`src/rtl/id_ex_stage_reg_pkg.sv`:
```
// Shared pipeline package for the ID/EX stage register.
// Holds the two-entry buffer state encoding, the default datapath widths
// and the layout of the packed decoded-control bundle carried from ID to EX.
package id_ex_stage_reg_pkg;

  localparam int PIPE_DATA_W  = 32;
  localparam int PIPE_ADDR_W  = 5;
  localparam int PIPE_NUM_SRC = 2;
  localparam int PIPE_NUM_WB  = 2;

  // Control bundle, MSB first. Carried untouched through the stage.
  typedef struct packed {
    logic [3:0] alu_op;
    logic       alu_src;
    logic       mem_rd;
    logic       mem_wr;
    logic       reg_wr;
    logic       mem_to_reg;
    logic       branch;
  } ctrl_t;

  localparam int CTRL_BUNDLE_W = $bits(ctrl_t);

  // EMPTY: nothing held. FULL: main holds an instruction.
  // SKID: main and skid both hold instructions; ID is stalled.
  typedef enum logic [1:0] {
    ST_EMPTY = 2'd0,
    ST_FULL  = 2'd1,
    ST_SKID  = 2'd2
  } buf_state_e;

endpackage

```
`src/rtl/id_ex_stage_reg_wb_bypass_mux.sv`:
```
// Writeback bypass for one source operand.
// Ports:
//   src_addr  in  ADDR_W         register address of the operand
//   src_data  in  DATA_W         current operand value
//   wb_en     in  NUM_WB         writeback port enables
//   wb_addr   in  NUM_WB*ADDR_W  writeback addresses (port 0 in low bits)
//   wb_data   in  NUM_WB*DATA_W  writeback data (port 0 in low bits)
//   byp_data  out DATA_W         operand after bypass
// The lowest-index enabled port whose address matches wins; register 0 is
// hard-wired and never takes writeback data.
module wb_bypass_mux #(
  parameter int DATA_W = 32,
  parameter int ADDR_W = 5,
  parameter int NUM_WB = 2
) (
  input  logic [ADDR_W-1:0]        src_addr,
  input  logic [DATA_W-1:0]        src_data,
  input  logic [NUM_WB-1:0]        wb_en,
  input  logic [NUM_WB*ADDR_W-1:0] wb_addr,
  input  logic [NUM_WB*DATA_W-1:0] wb_data,
  output logic [DATA_W-1:0]        byp_data
);

  // Walk from the highest port down so the lowest matching port is applied last.
  always_comb begin
    byp_data = src_data;
    for (int i = NUM_WB - 1; i >= 0; i--) begin
      if (wb_en[i] && (src_addr != '0) && (wb_addr[i*ADDR_W +: ADDR_W] == src_addr)) begin
        byp_data = wb_data[i*DATA_W +: DATA_W];
      end
    end
  end

endmodule

```
`src/rtl/id_ex_stage_reg.sv`:
```
// ID/EX pipeline stage register with a one-deep skid buffer and
// writeback snooping on the carried source operands.
// State updates on the falling clock edge; reset is asynchronous, active-low.
// Ports:
//   clk, reset                      clock (falling edge active), async active-low reset
//   in_valid / in_ready             ID handshake; in_ready comes from registered state only
//   in_ctrl, in_pc, in_src_addr,
//   in_src_data, in_imm, in_rd      ID payload (operands packed, operand 0 in low bits)
//   flush                           squash held and incoming instructions
//   wb_en, wb_addr, wb_data         writeback snoop ports, port 0 highest priority
//   out_valid / out_ready           EX handshake
//   out_ctrl ... out_rd             registered payload, always the main entry
module id_ex_stage_reg
  import id_ex_stage_reg_pkg::*;
#(
  parameter int DATA_W  = PIPE_DATA_W,
  parameter int ADDR_W  = PIPE_ADDR_W,
  parameter int NUM_SRC = PIPE_NUM_SRC,
  parameter int NUM_WB  = PIPE_NUM_WB,
  parameter int CTRL_W  = CTRL_BUNDLE_W
) (
  input  logic                      clk,
  input  logic                      reset,
  input  logic                      in_valid,
  output logic                      in_ready,
  input  logic [CTRL_W-1:0]         in_ctrl,
  input  logic [DATA_W-1:0]         in_pc,
  input  logic [NUM_SRC*ADDR_W-1:0] in_src_addr,
  input  logic [NUM_SRC*DATA_W-1:0] in_src_data,
  input  logic [DATA_W-1:0]         in_imm,
  input  logic [ADDR_W-1:0]         in_rd,
  input  logic                      flush,
  input  logic [NUM_WB-1:0]         wb_en,
  input  logic [NUM_WB*ADDR_W-1:0]  wb_addr,
  input  logic [NUM_WB*DATA_W-1:0]  wb_data,
  output logic                      out_valid,
  input  logic                      out_ready,
  output logic [CTRL_W-1:0]         out_ctrl,
  output logic [DATA_W-1:0]         out_pc,
  output logic [NUM_SRC*ADDR_W-1:0] out_src_addr,
  output logic [NUM_SRC*DATA_W-1:0] out_src_data,
  output logic [DATA_W-1:0]         out_imm,
  output logic [ADDR_W-1:0]         out_rd
);

  buf_state_e state, state_nxt;
  logic       load_main_in;
  logic       load_main_skid;
  logic       load_skid_in;

  // Main entry (presented to EX) and skid entry.
  logic [CTRL_W-1:0]         main_ctrl_p1,     skid_ctrl_p1;
  logic [DATA_W-1:0]         main_pc_p1,       skid_pc_p1;
  logic [NUM_SRC*ADDR_W-1:0] main_src_addr_p1, skid_src_addr_p1;
  logic [NUM_SRC*DATA_W-1:0] main_src_data_p1, skid_src_data_p1;
  logic [DATA_W-1:0]         main_imm_p1,      skid_imm_p1;
  logic [ADDR_W-1:0]         main_rd_p1,       skid_rd_p1;
  logic                      vld_p1;

  // Bypassed operands: incoming, held in main, held in skid.
  logic [NUM_SRC*DATA_W-1:0] cap_src_data_p0;
  logic [NUM_SRC*DATA_W-1:0] main_byp_data_p0;
  logic [NUM_SRC*DATA_W-1:0] skid_byp_data_p0;

  for (genvar s = 0; s < NUM_SRC; s++) begin : g_src
    wb_bypass_mux #(.DATA_W(DATA_W), .ADDR_W(ADDR_W), .NUM_WB(NUM_WB)) u_cap_byp (
      .src_addr (in_src_addr[s*ADDR_W +: ADDR_W]),
      .src_data (in_src_data[s*DATA_W +: DATA_W]),
      .wb_en    (wb_en),
      .wb_addr  (wb_addr),
      .wb_data  (wb_data),
      .byp_data (cap_src_data_p0[s*DATA_W +: DATA_W])
    );

    wb_bypass_mux #(.DATA_W(DATA_W), .ADDR_W(ADDR_W), .NUM_WB(NUM_WB)) u_main_byp (
      .src_addr (main_src_addr_p1[s*ADDR_W +: ADDR_W]),
      .src_data (main_src_data_p1[s*DATA_W +: DATA_W]),
      .wb_en    (wb_en),
      .wb_addr  (wb_addr),
      .wb_data  (wb_data),
      .byp_data (main_byp_data_p0[s*DATA_W +: DATA_W])
    );

    wb_bypass_mux #(.DATA_W(DATA_W), .ADDR_W(ADDR_W), .NUM_WB(NUM_WB)) u_skid_byp (
      .src_addr (skid_src_addr_p1[s*ADDR_W +: ADDR_W]),
      .src_data (skid_src_data_p1[s*DATA_W +: DATA_W]),
      .wb_en    (wb_en),
      .wb_addr  (wb_addr),
      .wb_data  (wb_data),
      .byp_data (skid_byp_data_p0[s*DATA_W +: DATA_W])
    );
  end

  always_comb begin
    state_nxt      = state;
    load_main_in   = 1'b0;
    load_main_skid = 1'b0;
    load_skid_in   = 1'b0;
    if (flush) begin
      state_nxt = ST_EMPTY;
    end else begin
      case (state)
        ST_EMPTY: begin
          if (in_valid) begin
            load_main_in = 1'b1;
            state_nxt    = ST_FULL;
          end
        end
        ST_FULL: begin
          if (in_valid && out_ready) begin
            load_main_in = 1'b1;
          end else if (in_valid) begin
            load_skid_in = 1'b1;
            state_nxt    = ST_SKID;
          end else if (out_ready) begin
            state_nxt = ST_EMPTY;
          end
        end
        ST_SKID: begin
          if (out_ready) begin
            load_main_skid = 1'b1;
            state_nxt      = ST_FULL;
          end
        end
        default: state_nxt = ST_EMPTY;
      endcase
    end
  end

  always_ff @(negedge clk or negedge reset) begin
    if (!reset) begin
      state <= ST_EMPTY;
    end else begin
      state <= state_nxt;
    end
  end

  // ---- stage p0 -> p1: main entry ----
  // Held operands keep snooping writeback every edge, even while stalled.
  always_ff @(negedge clk or negedge reset) begin
    if (!reset) begin
      main_ctrl_p1     <= '0;
      main_pc_p1       <= '0;
      main_src_addr_p1 <= '0;
      main_src_data_p1 <= '0;
      main_imm_p1      <= '0;
      main_rd_p1       <= '0;
    end else if (load_main_in) begin
      main_ctrl_p1     <= in_ctrl;
      main_pc_p1       <= in_pc;
      main_src_addr_p1 <= in_src_addr;
      main_src_data_p1 <= cap_src_data_p0;
      main_imm_p1      <= in_imm;
      main_rd_p1       <= in_rd;
    end else if (load_main_skid) begin
      main_ctrl_p1     <= skid_ctrl_p1;
      main_pc_p1       <= skid_pc_p1;
      main_src_addr_p1 <= skid_src_addr_p1;
      main_src_data_p1 <= skid_byp_data_p0;
      main_imm_p1      <= skid_imm_p1;
      main_rd_p1       <= skid_rd_p1;
    end else begin
      main_src_data_p1 <= main_byp_data_p0;
    end
  end

  // ---- stage p0 -> p1: skid entry ----
  always_ff @(negedge clk or negedge reset) begin
    if (!reset) begin
      skid_ctrl_p1     <= '0;
      skid_pc_p1       <= '0;
      skid_src_addr_p1 <= '0;
      skid_src_data_p1 <= '0;
      skid_imm_p1      <= '0;
      skid_rd_p1       <= '0;
    end else if (load_skid_in) begin
      skid_ctrl_p1     <= in_ctrl;
      skid_pc_p1       <= in_pc;
      skid_src_addr_p1 <= in_src_addr;
      skid_src_data_p1 <= cap_src_data_p0;
      skid_imm_p1      <= in_imm;
      skid_rd_p1       <= in_rd;
    end else begin
      skid_src_data_p1 <= skid_byp_data_p0;
    end
  end

  // ---- p1 outputs ----
  assign vld_p1       = (state == ST_FULL) || (state == ST_SKID);
  assign in_ready     = (state != ST_SKID);
  assign out_valid    = vld_p1;
  assign out_ctrl     = main_ctrl_p1;
  assign out_pc       = main_pc_p1;
  assign out_src_addr = main_src_addr_p1;
  assign out_src_data = main_src_data_p1;
  assign out_imm      = main_imm_p1;
  assign out_rd       = main_rd_p1;

endmodule

```
`config.mk`:
```
export PLATFORM = sky130hd
export DESIGN_NAME = id_ex_stage_reg
export DESIGN_NICKNAME = d
export VERILOG_FILES = /design/src/rtl/id_ex_stage_reg_pkg.sv /design/src/rtl/id_ex_stage_reg_wb_bypass_mux.sv /design/src/rtl/id_ex_stage_reg.sv
export SDC_FILE = /design/constraint.sdc
export NUM_CORES = 1
export LEC_CHECK = 0
export CORE_ASPECT_RATIO = 0.6
export CORE_MARGIN = 3
export CORE_UTILIZATION = 35
export CTS_CLUSTER_SIZE = 40
export DETAILED_ROUTE_END_ITERATION = 7
export SLEW_MARGIN = 20
export SYNTH_ARGS = -nofsm -noshare
export SYNTH_HDL_FRONTEND = slang
export SYNTH_SLANG_ARGS = --single-unit
export TNS_END_PERCENT = 20
```
`constraint.sdc`:
```
create_clock -name clk -period 3.24 [get_ports clk]
set_input_delay 0.648 -clock clk [delete_from_list [all_inputs] [get_ports clk]]
set_output_delay 0.648 -clock clk [all_outputs]
set_load 0.02 [all_outputs]
```
==> summary.md <==
| Metric | Value |
|---|---|
| Outcome | finished with violations |
| Failing checks | setup timing |
| Initial antenna violation count | 3 |
| Vias in the first global route | between 20000 and 25000 |
| # rows | 64 |
| Hold wc startpoint | skid_ctrl_p1[2] |
| Leak | 0.0134 uW |
| CTS tree | built |
| Crit path max fanout | 5 |
| DPL Wire Length | 51800 um |
| Avg Cell Area, Syn | 9.22 um^2 |
| Max-Slew Margin vs Limit | 46.2% |
| Register area share after synthesis | 42.2% |
| Routed vias/inst | 5.91 |
| Initial Util | 35.6% |
| Share of the synthesized area in the top cell type | 42.2% |
| Most common cell in the netlist | nand2_1 |
| Die height | 183 um |
| Setup CP Type | input port to flip-flop |
| CTS Buffer Depth | 3 |
| Final setup vio count | roughly 440 |
| Async S/R FF share, synth | 100% |
| Post-route ant nets | 0 |
| Endpoint class of the critical path | flip-flop |
| Drt total wl | 86400 um |
| WP data required | 2.00 ns |
| Remaining DRCs | 0 |
| RSZ-0062 raised after global routing | true |
| GRT overflow | 0 |
| Core area | 51200 um^2 |
| Area contributors post-synth | dfrtn_1, nand2_1, mux2i_1, o211ai_1, o21ai_0 |
| Die Wd | approximately 300 um |
| CP arrival | 2.64 ns |
| Syn Nets | roughly 2200 |
| IO Pins | 389 |
| Slew Limit Fails | 0 |
| PortBufs | 388 |
| Clock-pin slew on the worst setup and hold paths | 0.05 ns |
| FF-to-FF Start | skid_src_addr_p1[1] |
| Finished Cell Area | about 30000 um^2 |
| Full die area | 55000 um^2 |
| Placed Area | between 20000 and 30000 um^2 |
| Via Count | between 15000 and 20000 |
| CP startpoint | in_src_addr[8] |
| Synth Register Bits | 308 |
| P&R area growth vs syn | 64.3% |
| Post-Syn Area | 18300 um^2 |
| Number of synthesized flops with an enable pin | 0 |
| Tot GR Track Use | 29.5% |
| Avg WL per Cell | 25.6 um |
| Final Non-Filler Cells | 3375 |
| Synth unique cells | 55 |
| Gate Count Post-Synth | 1980 |
| Worst Setup Start Kind | input port |
| Main synth FF type | dfrtn_1 |
| CTS Buf Count | 35 |
| Yosys warnings | 0 |
| Starting DRC count in detailed routing | 2173 |
| Layout cells sized above 1 | a little over a third |
| First-pass GRT wire length | 125000 um |
| CTS Root Cell | clkbuf_16 |
| GPL Wtd Cong | 0.933 |
| Maxcap violations | 0 |
| Cell taking the most area after synthesis | dfrtn_1 |
| Clock Latency Late Sink | approximately 0.55 ns |
| Layout Nets | around 2900 |
| Placed insts | 3205 |
| Hold WC Path Type | flip-flop to flip-flop |
| Top cells by count, synth | nand2_1, dfrtn_1, mux2i_1 |
| Worst vdd ir | ~350 uV |
| Hold Vio Cnt, Final | 0 |
| Worst Clk Skew | about 0.021 ns |
| Largest net degree at the start of global routing | 67 |
| PwrDens | 713 nW/um^2 |
| Setup ws final | -0.637 ns |
| Clk sinks | 308 |
| H-tree depth | 2 |
| Drt first pass iters | 6 |
| Slew @ Worst Pin | 0.807 ns |
==> worst paths after layout <==
kind,to,slack [ns],cells after the start
min in group asynchronous,skid_imm_p1[17],1.49,1
max in group asynchronous,skid_pc_p1[11],1.06,2
min,skid_ctrl_p1[2],0.42,2
min reg2reg,skid_ctrl_p1[2],0.42,2
max,out_src_data[57],-0.64,11
max reg2reg,out_src_data[24],0.48,8
==> cell type report <==
cell class | instances | area, um^2
Clock inverter | 12 | 106
Timing Repair Buffer | 824 | 8950
Sequential cell | 308 | 7710
Tap cell | 693 | 867
Inverter | 41 | 154
Multi-Input combinational cell | 1446 | 11200
Clock buffer | 47 | 982
Fill cell | 4249 | 21200
Antenna cell | 4 | 10.0
==> cells by family (layout without fill, tap and decap cells) <==
family / after synthesis / count (layout) / synth area share (%)
buffers and inverters: 227 / 924 / 5.23
xor gates and xnor gates: 60 / 60 / 2.88
AOI/OAI and AO/OA: 587 / 587 / 25.3
other: 0 / 4 / 0
and+or+nand+nor: 608 / 609 / 13.7
DFF: 308 / 308 / 42.2
muxes: 186 / 186 / 10.4
adders and majority gates: 4 / 4 / 0.274
==> through the flow <==
step	power (uW)	TNS (ns)	setup slack [ns]	utilization [%]	hold slack (ns)
final	21400	-104.74	-0.637	58.6	0.419
after global routing	22500	-117.44	-0.698	58.5	0.440
after CTS	20900	-212.28	-0.722	57.1	0.423
after detailed placement	16000	-391.55	-1.73	49.7	0.422
after global placement	15700	-385.49	-1.66	49.7	0.417
after floorplan	11300	-163.78	-0.802	-	0.406
==> routing by layer <==
metal | track usage (%) | up-vias | wire [um]
li1 | - | 8614 | -
met1 | 42.3 | 9759 | 36600
met2 | 43.0 | 1320 | 36800
met3 | 8.65 | 245 | 10400
met4 | 8.54 | 2 | 2590
met5 | 0 | - | 12
==> critical path, cell delays in order <==
cell and delay [ns]:
buf_6 0.10, buf_6 0.12, xnor2_1 0.16, nand4_1 0.19, nor4_4 0.29, buf_4 0.19
buf_12 0.13, buf_12 0.16, mux2i_2 0.24, o211ai_1 0.14, a32o_1 0.24
==> repair_timing <==
item                       in CTS  in global routing
setup endpoints to repair     463                462
gates resized for setup       615                578
pin swaps                     133                 89
hold buffers                    0                  0
buffers inserted               67                 24
gates cloned                   32                  9
==> layout by cell type, fill, tap and decap left out, types with 31 or more instances in the layout <==
cell / netlist / final
a211oi_2: 30 / 56
a21oi_1: 41 / 37
a221o_1: 33 / 33
and3_1: 32 / 31
buf_12: 0 / 65
buf_4: 3 / 313
buf_6: 3 / 164
clkbuf_16: 0 / 44
clkdlybuf4s50_1: 0 / 216
dfrtn_1: 308 / 308
inv_1: 40 / 39
mux2i_1: 154 / 115
nand2_1: 489 / 470
nor2_1: 48 / 39
o211ai_1: 96 / 96
o21a_1: 31 / 31
o21ai_0: 92 / 90
o311a_4: 0 / 31
o31ai_1: 33 / 32
==> power breakdown <==
part / internal, uW / switching, uW
registers: 5750 / 1270
clock network: 2220 / 1740
logic: 5180 / 5260
total: 13100 / 8270
==> sequential cells by signal, summed over array words and instances, names as in the netlist <==
name              cells
out_src_data         64
skid_src_data_p1     64
out_imm              32
out_pc               32
skid_imm_p1          32
skid_pc_p1           32
out_ctrl             10
out_src_addr         10
skid_ctrl_p1         10
skid_src_addr_p1     10
out_rd                5
skid_rd_p1            5
state                 2
Power figures use the tool's default switching activity.
